### config.mk
export PLATFORM = sky130hd
export DESIGN_NAME = dmem_arbiter_flat
export DESIGN_NICKNAME = d
export VERILOG_FILES = /design/src/rtl/dmem_arbiter_if.sv /design/src/rtl/dmem_arbiter.sv /design/src/flat_wrapper.sv
export SDC_FILE = /design/constraint.sdc
export NUM_CORES = 1
export LEC_CHECK = 0
export ABC_AREA = 0
export BUFFER_PORTS_ARGS = -buffer_cell sky130_fd_sc_hd__clkbuf_2
export CORE_AREA = 2 2 110 112
export DETAILED_ROUTE_END_ITERATION = 8
export DIE_AREA = 0 0 112 114
export GPL_ROUTABILITY_DRIVEN = 0
export HOLD_SLACK_MARGIN = 0.1
export SETUP_SLACK_MARGIN = 0.2
export SKIP_CTS_REPAIR_TIMING = 1
export SLEW_MARGIN = 20
export SYNTH_ARGS = -nofsm -noshare
export SYNTH_HDL_FRONTEND = slang
export SYNTH_SLANG_ARGS = --single-unit
### constraint.sdc
create_clock -name clk -period 1.7 [get_ports clk]
set_input_delay 0.34 -clock clk [delete_from_list [all_inputs] [get_ports clk]]
set_output_delay 0.34 -clock clk [all_outputs]
set_load 0.02 [all_outputs]
### src/rtl/dmem_arbiter_if.sv
// Bus bundle between the MEM stage, the debug/loader port, the data memory
// and the arbiter. The arbiter connects through the slave modport; the
// requesters and the memory model sit on the master side.
interface dmem_arbiter_if #(
    parameter int ADDR_W = 11,
    parameter int DATA_W = 32
);
    logic              p_req;
    logic              p_we;
    logic [31:0]       p_addr;
    logic [DATA_W-1:0] p_wdata;
    logic              p_stall;
    logic [DATA_W-1:0] p_rdata;
    logic              p_rvalid;

    logic              d_req;
    logic              d_we;
    logic              d_lock;
    logic [31:0]       d_addr;
    logic [DATA_W-1:0] d_wdata;
    logic              d_gnt;
    logic [DATA_W-1:0] d_rdata;
    logic              d_rvalid;

    logic              err;

    logic              mem_en;
    logic              mem_we;
    logic [ADDR_W-1:0] mem_addr;
    logic [DATA_W-1:0] mem_wdata;
    logic [DATA_W-1:0] mem_rdata;

    modport slave (
        input  p_req, p_we, p_addr, p_wdata,
        output p_stall, p_rdata, p_rvalid,
        input  d_req, d_we, d_lock, d_addr, d_wdata,
        output d_gnt, d_rdata, d_rvalid,
        output err,
        output mem_en, mem_we, mem_addr, mem_wdata,
        input  mem_rdata
    );

    modport master (
        output p_req, p_we, p_addr, p_wdata,
        input  p_stall, p_rdata, p_rvalid,
        output d_req, d_we, d_lock, d_addr, d_wdata,
        input  d_gnt, d_rdata, d_rvalid,
        input  err,
        input  mem_en, mem_we, mem_addr, mem_wdata,
        output mem_rdata
    );
endinterface

### src/rtl/dmem_arbiter.sv
// Single-port data-memory arbiter: pipeline has priority, debug is granted
// when the pipeline is idle, when it has waited STARVE_MAX cycles, or
// exclusively while it holds the lock. Out-of-range accesses are accepted
// but never reach the memory; they raise err and read back as zero.
module dmem_arbiter #(
    parameter int ADDR_W     = 11,
    parameter int DATA_W     = 32,
    parameter int STARVE_MAX = 4
) (
    input  logic           clk,
    input  logic           reset,
    dmem_arbiter_if.slave  bus
);
    typedef enum logic {ARB, LOCKED} state_t;

    localparam logic [3:0] STARVE_LIM = 4'(STARVE_MAX);

    state_t      state, state_nxt;
    logic [3:0]  starve_cnt, starve_nxt;
    logic        p_gnt, d_gnt_i, any_gnt;
    logic        p_oor, d_oor;
    logic        win_we, win_oor;
    logic [ADDR_W-1:0] win_addr;
    logic [DATA_W-1:0] win_wdata;

    // return tag for the access issued last cycle
    logic        tag_vld, tag_dbg, tag_rd, tag_oor;
    logic [DATA_W-1:0] ret_data;

    function automatic logic out_of_range(input logic [31:0] a);
        return (a[31:ADDR_W+2] != '0) || (a[1:0] != 2'b00);
    endfunction

    assign p_oor = out_of_range(bus.p_addr);
    assign d_oor = out_of_range(bus.d_addr);

    // Arbitration, lock transitions and starvation counter update
    always_comb begin
        state_nxt  = state;
        p_gnt      = 1'b0;
        d_gnt_i    = 1'b0;
        case (state)
            ARB: begin
                if (bus.d_req && (starve_cnt == STARVE_LIM))
                    d_gnt_i = 1'b1;
                else if (bus.p_req)
                    p_gnt = 1'b1;
                else if (bus.d_req)
                    d_gnt_i = 1'b1;
                if (d_gnt_i && bus.d_lock)
                    state_nxt = LOCKED;
            end
            LOCKED: begin
                d_gnt_i = bus.d_req;
                if (!bus.d_lock)
                    state_nxt = ARB;
            end
            default: state_nxt = ARB;
        endcase

        if (d_gnt_i || !bus.d_req)
            starve_nxt = 4'd0;
        else if (starve_cnt != STARVE_LIM)
            starve_nxt = starve_cnt + 4'd1;
        else
            starve_nxt = starve_cnt;
    end

    // Winner mux onto the memory port; everything idles at zero without a grant
    always_comb begin
        win_we    = 1'b0;
        win_oor   = 1'b0;
        win_addr  = '0;
        win_wdata = '0;
        if (p_gnt) begin
            win_we    = bus.p_we;
            win_oor   = p_oor;
            win_addr  = bus.p_addr[ADDR_W+1:2];
            win_wdata = bus.p_wdata;
        end else if (d_gnt_i) begin
            win_we    = bus.d_we;
            win_oor   = d_oor;
            win_addr  = bus.d_addr[ADDR_W+1:2];
            win_wdata = bus.d_wdata;
        end
    end

    assign any_gnt       = p_gnt | d_gnt_i;
    assign bus.p_stall   = bus.p_req & ~p_gnt;
    assign bus.d_gnt     = d_gnt_i;
    assign bus.mem_en    = any_gnt & ~win_oor & reset;
    assign bus.mem_we    = win_we;
    assign bus.mem_addr  = win_addr;
    assign bus.mem_wdata = win_wdata;

    // State, starvation counter and return tag registers
    always_ff @(posedge clk or negedge reset) begin
        if (!reset) begin
            state      <= ARB;
            starve_cnt <= 4'd0;
            tag_vld    <= 1'b0;
            tag_dbg    <= 1'b0;
            tag_rd     <= 1'b0;
            tag_oor    <= 1'b0;
        end else begin
            state      <= state_nxt;
            starve_cnt <= starve_nxt;
            tag_vld    <= any_gnt;
            tag_dbg    <= d_gnt_i;
            tag_rd     <= any_gnt & ~win_we;
            tag_oor    <= win_oor;
        end
    end

    assign ret_data     = tag_oor ? '0 : bus.mem_rdata;
    assign bus.p_rvalid = tag_vld & tag_rd & ~tag_dbg;
    assign bus.d_rvalid = tag_vld & tag_rd & tag_dbg;
    assign bus.p_rdata  = bus.p_rvalid ? ret_data : '0;
    assign bus.d_rdata  = bus.d_rvalid ? ret_data : '0;
    assign bus.err      = tag_vld & tag_oor;
endmodule

### src/flat_wrapper.sv
// flat-port wrapper written by rule: the top's interface ports become plain ports
module dmem_arbiter_flat 
#(
    parameter int ADDR_W     = 11,
    parameter int DATA_W     = 32,
    parameter int STARVE_MAX = 4
)
  (clk, reset, bus_p_req, bus_p_we, bus_p_addr, bus_p_wdata, bus_p_stall, bus_p_rdata, bus_p_rvalid, bus_d_req, bus_d_we, bus_d_lock, bus_d_addr, bus_d_wdata, bus_d_gnt, bus_d_rdata, bus_d_rvalid, bus_err, bus_mem_en, bus_mem_we, bus_mem_addr, bus_mem_wdata, bus_mem_rdata);
  dmem_arbiter_if #(.ADDR_W(ADDR_W), .DATA_W(DATA_W)) bus_i ();
  input  logic clk;
  input  logic reset;
  input wire logic [$bits(bus_i.p_req)-1:0] bus_p_req;
  input wire logic [$bits(bus_i.p_we)-1:0] bus_p_we;
  input wire logic [$bits(bus_i.p_addr)-1:0] bus_p_addr;
  input wire logic [$bits(bus_i.p_wdata)-1:0] bus_p_wdata;
  output wire logic [$bits(bus_i.p_stall)-1:0] bus_p_stall;
  output wire logic [$bits(bus_i.p_rdata)-1:0] bus_p_rdata;
  output wire logic [$bits(bus_i.p_rvalid)-1:0] bus_p_rvalid;
  input wire logic [$bits(bus_i.d_req)-1:0] bus_d_req;
  input wire logic [$bits(bus_i.d_we)-1:0] bus_d_we;
  input wire logic [$bits(bus_i.d_lock)-1:0] bus_d_lock;
  input wire logic [$bits(bus_i.d_addr)-1:0] bus_d_addr;
  input wire logic [$bits(bus_i.d_wdata)-1:0] bus_d_wdata;
  output wire logic [$bits(bus_i.d_gnt)-1:0] bus_d_gnt;
  output wire logic [$bits(bus_i.d_rdata)-1:0] bus_d_rdata;
  output wire logic [$bits(bus_i.d_rvalid)-1:0] bus_d_rvalid;
  output wire logic [$bits(bus_i.err)-1:0] bus_err;
  output wire logic [$bits(bus_i.mem_en)-1:0] bus_mem_en;
  output wire logic [$bits(bus_i.mem_we)-1:0] bus_mem_we;
  output wire logic [$bits(bus_i.mem_addr)-1:0] bus_mem_addr;
  output wire logic [$bits(bus_i.mem_wdata)-1:0] bus_mem_wdata;
  input wire logic [$bits(bus_i.mem_rdata)-1:0] bus_mem_rdata;
  assign bus_i.p_req = bus_p_req;
  assign bus_i.p_we = bus_p_we;
  assign bus_i.p_addr = bus_p_addr;
  assign bus_i.p_wdata = bus_p_wdata;
  assign bus_p_stall = bus_i.p_stall;
  assign bus_p_rdata = bus_i.p_rdata;
  assign bus_p_rvalid = bus_i.p_rvalid;
  assign bus_i.d_req = bus_d_req;
  assign bus_i.d_we = bus_d_we;
  assign bus_i.d_lock = bus_d_lock;
  assign bus_i.d_addr = bus_d_addr;
  assign bus_i.d_wdata = bus_d_wdata;
  assign bus_d_gnt = bus_i.d_gnt;
  assign bus_d_rdata = bus_i.d_rdata;
  assign bus_d_rvalid = bus_i.d_rvalid;
  assign bus_err = bus_i.err;
  assign bus_mem_en = bus_i.mem_en;
  assign bus_mem_we = bus_i.mem_we;
  assign bus_mem_addr = bus_i.mem_addr;
  assign bus_mem_wdata = bus_i.mem_wdata;
  assign bus_i.mem_rdata = bus_mem_rdata;
  dmem_arbiter #(.ADDR_W(ADDR_W), .DATA_W(DATA_W), .STARVE_MAX(STARVE_MAX)) u_core (.clk(clk), .reset(reset), .bus(bus_i));
endmodule
### Yosys cells after proc, flatten, opt, wreduce, memory -nomap -nowiden

Index checks and enable logic that the tools add are counted.

* bitwise gates (word level): 14
* multiplexer cells: 24
* equality and inequality tests: 2
* reductions and logical operators: 11
* $add $sub $neg: 1

Operator list (count)
* $mux 32: 5
* $reduce_bool 19->1: 2
* $mux 11: 2
* $mux 1: 13
* $and 1x1->1: 8
* $mux 4: 2
* $reduce_bool 2->1: 3
* $not 1->1: 5
* $add 4x1->4 const B: 1
* $eq 4x3->1 const B: 1
* $ne 4x3->1 const B: 1
* $pmux 1 s2: 2
* $logic_or 1x1->1: 3
* $logic_and 1x1->1: 2
* $logic_not 1->1: 1
* $or 1x1->1: 1

* input port bits: 167
* logic and storage cells: 58
* register bits: 9

### Longest topological paths before layout

Gate-level depths: netlist (run 1).

* depth in word-level cells: 10
* mapped depth: 7

### Worst setup path before layout (run 1)

Ideal clock, no wire load.

* path kind: register -> output
* start point: register u_core.starve_cnt[0]
* end point: output port bus_mem_wdata[22]
* data arrival time: 1.616 ns
* cell stages (with the launch flop): 8
* setup slack: -0.256 ns
* cell sequence: dfrtp_1 -> inv_1 -> ha_1 -> and3b_1 -> o21a_1 -> buf_2 -> buf_2 -> a22o_1

* cells in the longest elaborated chain, start to end: 7

RTL lines
* start: declaration: line dmem_arbiter.sv:19 `logic [3:0] starve_cnt, starve_nxt;`
* start signal: assignment: line dmem_arbiter.sv:107 `starve_cnt <= starve_nxt;`
* $eq 4x3->1: line dmem_arbiter.sv:44 `if (bus.d_req && (starve_cnt == STARVE_LIM))`
* $logic_and 1x1->1: line dmem_arbiter.sv:44
* $mux 1: line dmem_arbiter.sv:44
* $mux 1: line dmem_arbiter.sv:42 `case (state)`
* $pmux 1 s2: line dmem_arbiter.sv:42
* via bus_d_gnt: line flat_wrapper.sv:24 `output wire logic [$bits(bus_i.d_gnt)-1:0] bus_d_gnt;`
* $mux 32: line dmem_arbiter.sv:80 `end else if (d_gnt_i) begin`
* $mux 32: line dmem_arbiter.sv:75 `if (p_gnt) begin`
* end: declaration: line flat_wrapper.sv:31 `output wire logic [$bits(bus_i.mem_wdata)-1:0] bus_mem_wdata;`

The timed path passes the listed nets, and every way through them passes these cells. The select of a mux whose other input is x is not followed.

### Final worst setup path (run 1)

* start point: register u_core.starve_cnt[1]
* end point: output port bus_mem_en

* cells in the longest elaborated chain, start to end: 10

RTL lines
* $eq 4x3->1 *: line dmem_arbiter.sv:44
* $logic_and 1x1->1 *: line dmem_arbiter.sv:44
* $mux 1: line dmem_arbiter.sv:44
* $mux 1: line dmem_arbiter.sv:42
* $pmux 1 s2: line dmem_arbiter.sv:42
* $mux 1: line dmem_arbiter.sv:80
* $mux 1: line dmem_arbiter.sv:75
* $not 1->1: line dmem_arbiter.sv:91 `assign bus.mem_en = any_gnt & ~win_oor & reset;`
* $and 1x1->1 * (2 in a row): line dmem_arbiter.sv:91
* end: declaration: line flat_wrapper.sv:28 `output wire logic [$bits(bus_i.mem_en)-1:0] bus_mem_en;`

Mark *: on every way between the ends. The rest lies on a longest branch, timed or not. The select of a mux whose other input is x is not followed.

==> results of run 1 <==
## worst max-delay path by stage
stage | to | depth (start not counted) | slack [ns]
after global placement | bus_mem_en | 5 | -0.34
after global routing | bus_mem_en | 8 | -0.59
after floorplan | bus_mem_wdata[22] | 7 | -0.12
after detailed placement | bus_mem_en | 5 | -0.35
final | bus_mem_en | 8 | -0.53
after CTS | bus_mem_wdata[18] | 9 | -0.56
## routing by layer
| metal | GRT usage (%) | wire length, um | up-vias |
|---|---|---|---|
| li1 | - | - | 1393 |
| met1 | 10.3 | 3760 | 1384 |
| met2 | 21.5 | 6240 | 172 |
| met3 | 2.66 | 891 | 11 |
| met4 | 0.976 | 154 | 0 |
| met5 | 0 | 0 | - |
## power groups by stage
stage / Sequential, uW / Combinational (uW) / Clock, uW
detailed placement: 235 / 1050 / 0
CTS: 233 / 1060 / 409
floorplan: 236 / 616 / 0
global route: 239 / 1770 / 423
finish: 238 / 1680 / 406
global placement: 235 / 1050 / 0
## sequential cells by signal (all words and copies together), names as in the netlist
name,cells
u_core.tag_oor,1
u_core.tag_rd,1
u_core.state,1
u_core.starve_cnt,4
u_core.tag_dbg,1
u_core.tag_vld,1
## Yosys cell counts, types with 2 or more instances
master	instances	share of area [%]
nor2_1	68	18
a22o_1	44	27
nand2b_1	34	15
clkbuf_1	10	2.6
dfrtp_1	9	16
buf_2	6	2.1
nor4_1	6	2.6
inv_1	5	1.3
buf_4	3	1.6
o21a_1	3	1.6
ha_1	2	1.7
nand2_1	2	0.52
nand3_1	2	0.70
nand4_1	2	0.87
nor3_1	2	0.70
o41ai_2	2	2.3
or4_4	2	1.6
## logic make-up (layout without fill, tap and decap cells)
| family | Yosys count | count (layout) | synth area share [%] |
|---|---|---|---|
| DFF | 9 | 9 | 15.7 |
| adders and majority gates | 2 | 2 | 1.74 |
| and+or+nand+nor | 124 | 124 | 42.7 |
| buffers and inverters | 24 | 345 | 7.59 |
| xor gates and xnor gates | 2 | 2 | 1.22 |
| AOI/OAI and AO/OA | 50 | 50 | 31.1 |
## through the flow
stage / setup slack, ns / utilization (%) / cells / TNS (ns)
floorplan: -0.122 / - / 211 / -4.81
global placement: -0.335 / 30.3 / 645 / -10.64
detailed placement: -0.347 / 30.3 / 645 / -11.44
CTS: -0.558 / 30.9 / 649 / -23.14
global route: -0.590 / 46.2 / 679 / -30.10
finish: -0.526 / 46.2 / 679 / -25.17
## cell type report
type	count	area (um^2)	share of cell area (%)
clock buffers	4	78.8	1.46
inverters	5	23.8	0.440
multi-input cells	178	2160	40.0
flip-flops and latches	9	226	4.19
well taps	147	184	3.40
repair buffers	336	2730	50.5
==> flow_metrics.env, run 1 <==
export IMPL_fillers=1066
export IMPL_path_clk_slew_ns=0.04
export IMPL_rsz0062_at_grt="true"
export IMPL_antenna_cells=0
export IMPL_ioPinCount=281
export IMPL_areaGrowthSynthToFinish_pct=277
export IMPL_syn_area_per_cell_um2=6.80
export IMPL_hold_path_cell_count=2
export IMPL_tightest_slew_ns=0.286
export IMPL_crit_family="simple AND/OR/NAND/NOR gates"
export IMPL_violations="setup timing"
export IMPL_cap_violations=0
export IMPL_period_share_pct=131
export IMPL_critPathLaunch="u_core.starve_cnt[1]"
export IMPL_min_path_type="in2reg"
export IMPL_clock_fmax_mhz=449
export IMPL_power_leakage_uw=0.00275
export IMPL_ys_seq_area_share_pct=15.7
export IMPL_detail_route_wl_per_cell_um=16.3
export IMPL_period_minus_slack_ns=2.23
export IMPL_fp_dieArea_mm2=0.0128
export IMPL_grt_max_degree=38
export IMPL_critPathArrivalTime_ns=1.89
export IMPL_hold_path_end="u_core.state"
export IMPL_viasPerCell=4.36
export IMPL_seqPwrFrac_pct=10.2
export IMPL_wirelength_mm=11.0
export IMPL_synthFlopType="dfrtp_1"
export IMPL_core_mm2=0.0117
export IMPL_vias=2960
export IMPL_switchingPower_uw=897
export IMPL_ys_types=26
export IMPL_fin_area_mm2=0.00541
export IMPL_first_global_vias=2391
export IMPL_synthesis_nets=380
export IMPL_outcome="finished, violations left"
export IMPL_power_density_mw_per_mm2=431
export IMPL_io_buffers=280
export IMPL_drtPass1Iterations=4
export IMPL_track_usage_pct=10.2
export IMPL_numCtsBuffers=3
export IMPL_syn_cell_area_mm2=0.00143
export IMPL_drtIter0Drc=94
export IMPL_fin_worst_skew_ns=0.00173
export IMPL_layout_commonest_cell="clkbuf_2"
export IMPL_grt_pass1_wl_mm=10.8
export IMPL_p_comb_share_pct=72.3
export IMPL_slew_limit_headroom_pct=80.7
export IMPL_fin_nets=702
export IMPL_die_w_um=112
export IMPL_power_total_uw=2330
export IMPL_cp_cell_sequence="inv_1, ha_2, and3b_2, o21a_4, buf_12, o41ai_2, and4_4, buf_6"
export IMPL_clock_latency_ns=0.23
export IMPL_critPathRequiredTime_ns=1.36
export IMPL_critPathBufInv=3
export IMPL_slowest_stage="dfrtp_1"
export IMPL_clockBufferDepth=2
export IMPL_start_util_pct=12.2
export IMPL_setup_ws_ns=-0.526
export IMPL_gr_total_overflow=0
export IMPL_antenna_found_initial=0
export IMPL_crit_type="reg2out"
export IMPL_hold_violations=0
export IMPL_power_share_clock_pct=17.4
export IMPL_rows=40
export IMPL_worstReg2RegStart="u_core.starve_cnt[1]"
export IMPL_rrSetupSlack_ns=-0.05
export IMPL_vdd_drop_max_v=0.000319
export IMPL_ant_nets=0
export IMPL_ys_warn_count=0
export IMPL_cts_num_sinks=9
export IMPL_drive_above_1_share_pct=90.8
export IMPL_fin_hold_ws_ns=0.331
export IMPL_dpl_hpwl_mm=6.46
export IMPL_hold_path_startpoint="bus_d_lock"
export IMPL_swShare_pct=38.5
export IMPL_critPathCaptureType="output port"
export IMPL_r2r_cells=8
export IMPL_cts_htree_levels=1
export IMPL_clockRootBuffer="clkbuf_16"
export IMPL_cp_start_kind="flip-flop"
export IMPL_reg2reg_to="u_core.tag_rd"
export IMPL_drc=0
export IMPL_placed_cell_area_mm2=0.00354
export IMPL_synth_edf_count=0
export IMPL_mostFrequentLayoutCells="clkbuf_2, buf_6, nor2_4"
export IMPL_synth_cells=211
export IMPL_max_stage_delay_ns=0.33
export IMPL_synth_seq_cells=9
export IMPL_cts_tree="done"
export IMPL_die_h_um=114
export IMPL_critPathMaxFanout=7
export IMPL_slew_violations=0
export IMPL_setup_violations_final=85
export IMPL_p_int_uw=1430
export IMPL_async_flop_share_pct=100
Power figures use the tool's default switching activity.
==> run 2, diff against run 1 <==
CELL_PAD_IN_SITES_DETAIL_PLACEMENT = 1   (was unset)
CELL_PAD_IN_SITES_GLOBAL_PLACEMENT = 2   (was unset)
CORE_AREA = unset   (was 2 2 110 112)
CORE_MARGIN = 2   (was unset)
CORE_UTILIZATION = 10   (was unset)
DIE_AREA = unset   (was 0 0 112 114)
PLACE_DENSITY_LB_ADDON = 0.1   (was unset)
SETUP_SLACK_MARGIN = 0.5   (was 0.2)
==> run 2 against run 1 <==
  * The flow still finishes with violations (setup timing)
  * Worst setup slack improved by 0.018 ns
  * Largest power group unchanged
  * Critical path depth down 1
  * Highest routed layer unchanged
  * Clock skew is 0.0011 ns lower
  * Clock-buffer cell count decreased by 1
  * Non-clock buffer count down 14
==> flow_metrics.env, run 2 (synthesized netlist as in run 1, its figures left out) <==
export IMPL_outcome="finished, violations left"
export IMPL_violations="setup timing"
export IMPL_first_global_vias=2977
export IMPL_clockRootBuffer="clkbuf_16"
export IMPL_hold_path_end="u_core.state"
export IMPL_power_density_mw_per_mm2=424
export IMPL_grt_max_degree=34
export IMPL_fillers=1611
export IMPL_fin_hold_ws_ns=0.315
export IMPL_track_usage_pct=13.5
export IMPL_critPathArrivalTime_ns=1.87
export IMPL_grt_pass1_wl_mm=15.8
export IMPL_clock_latency_ns=0.23
export IMPL_worstReg2RegStart="u_core.starve_cnt[1]"
export IMPL_largest_reg_flops=4
export IMPL_antenna_found_initial=0
export IMPL_rows=43
export IMPL_cp_cell_sequence="inv_2, ha_2, and3b_2, o21a_4, buf_12, a22o_4, buf_2"
export IMPL_crit_family="compound AO/OA/AOI/OAI gates"
export IMPL_vias=2865
export IMPL_io_buffers=280
export IMPL_areaGrowthSynthToFinish_pct=273
export IMPL_hold_path_startpoint="bus_d_lock"
export IMPL_gr_total_overflow=0
export IMPL_critPathCaptureType="output port"
export IMPL_drive_above_1_share_pct=92.5
export IMPL_rsz0062_at_grt="true"
export IMPL_path_clk_slew_ns=0.04
export IMPL_mostFrequentLayoutCells="clkbuf_2, buf_6, nor2_4"
export IMPL_slew_violations=0
export IMPL_cts_num_sinks=9
export IMPL_drtIter0Drc=48
export IMPL_hold_path_cell_count=2
export IMPL_tightest_slew_ns=0.331
export IMPL_antenna_cells=0
export IMPL_power_leakage_uw=0.00266
export IMPL_dpl_hpwl_mm=9.86
export IMPL_clock_fmax_mhz=453
export IMPL_slew_limit_headroom_pct=77.7
export IMPL_period_share_pct=130
export IMPL_min_path_type="in2reg"
export IMPL_rrSetupSlack_ns=-0.04
export IMPL_detail_route_wl_per_cell_um=17.8
export IMPL_viasPerCell=4.10
export IMPL_setup_violations_final=68
export IMPL_regMostFlops="u_core.starve_cnt"
export IMPL_drtPass1Iterations=3
export IMPL_numCtsBuffers=3
export IMPL_fin_nets=688
export IMPL_critPathMaxFanout=15
export IMPL_cts_htree_levels=1
export IMPL_crit_type="reg2out"
export IMPL_power_total_uw=2260
export IMPL_cts_tree="done"
export IMPL_fp_dieArea_mm2=0.0153
export IMPL_max_stage_delay_ns=0.35
export IMPL_vdd_drop_max_v=0.000237
export IMPL_setup_ws_ns=-0.508
export IMPL_wirelength_mm=12.4
export IMPL_r2r_cells=9
export IMPL_slowest_stage="dfrtp_1"
export IMPL_layout_commonest_cell="clkbuf_2"
export IMPL_core_mm2=0.0139
export IMPL_critPathBufInv=3
export IMPL_fin_worst_skew_ns=0.000655
export IMPL_clockBufferDepth=2
export IMPL_reg2reg_to="u_core.tag_rd"
export IMPL_cap_violations=0
export IMPL_hold_violations=0
export IMPL_cp_start_kind="flip-flop"
export IMPL_die_w_um=124
export IMPL_die_h_um=124
export IMPL_period_minus_slack_ns=2.21
export IMPL_drc=0
export IMPL_ant_nets=0
export IMPL_critPathRequiredTime_ns=1.36
export IMPL_start_util_pct=10.3
export IMPL_ioPinCount=281
==> run 2: area by class of cell <==
type                            instances  area (um^2)  share of cell area, %
Clock buffer                            3         75.1                   1.41
Multi-Input combinational cell        178         2220                   41.5
Clock inverter                          1         5.00                 0.0937
Tap cell                              180          225                   4.22
Timing Repair Buffer                  322         2560                   47.9
Sequential cell                         9          226                   4.24
Inverter                                5         36.3                  0.679
==> run 2: how the worst max path moves through the flow <==
stage                   endpoint  slack [ns]            startpoint  cells after the start
3_3_place_gp          bus_mem_en       -0.49        bus_p_addr[14]                      6
2_1_floorplan  bus_mem_wdata[22]       -0.12  u_core.starve_cnt[0]                      7
3_5_place_dp          bus_mem_en       -0.49        bus_p_addr[14]                      6
6_report         bus_mem_addr[3]       -0.51  u_core.starve_cnt[1]                      7
5_1_grt          bus_mem_addr[3]       -0.58  u_core.starve_cnt[1]                      7
4_1_cts          bus_mem_addr[3]       -0.60  u_core.starve_cnt[1]                      7
==> run 2: stage by stage <==
step	instances	util, %	TNS [ns]	setup WS (ns)	area (um^2)
final	698	38.3	-22.80	-0.508	5340
after floorplan	211	-	-4.81	-0.122	2710
after detailed placement	676	30.8	-14.30	-0.493	4290
after CTS	680	31.4	-28.28	-0.595	4370
after global placement	676	30.8	-13.48	-0.487	4290
after global routing	698	38.3	-28.36	-0.579	5340
==> run 2: where the power goes <==
part,internal (uW),total (uW),switching [uW]
Sequential,228,242,14.1
Combinational,832,1610,779
Clock,310,411,101
Total,1370,2260,895
==> run 2: per-layer routing <==
layer / GRT usage (%) / up-vias / wire, um
met2: 27.6 / 145 / 7360
met4: 2.49 / 0 / 33
met3: 4.26 / 2 / 1140
met5: 0 / - / 0
met1: 13.2 / 1356 / 3900
li1: - / 1362 / -
==> run 2: worst reg2reg max path: stages, from the launching register on <==
cell	delay, ns
dfrtp_1	0.38
inv_2	0.06
ha_2	0.14
and3b_2	0.24
a21oi_4	0.08
buf_12	0.15
buf_12	0.14
a22o_2	0.23
buf_4	0.14
nor2b_2	0.11
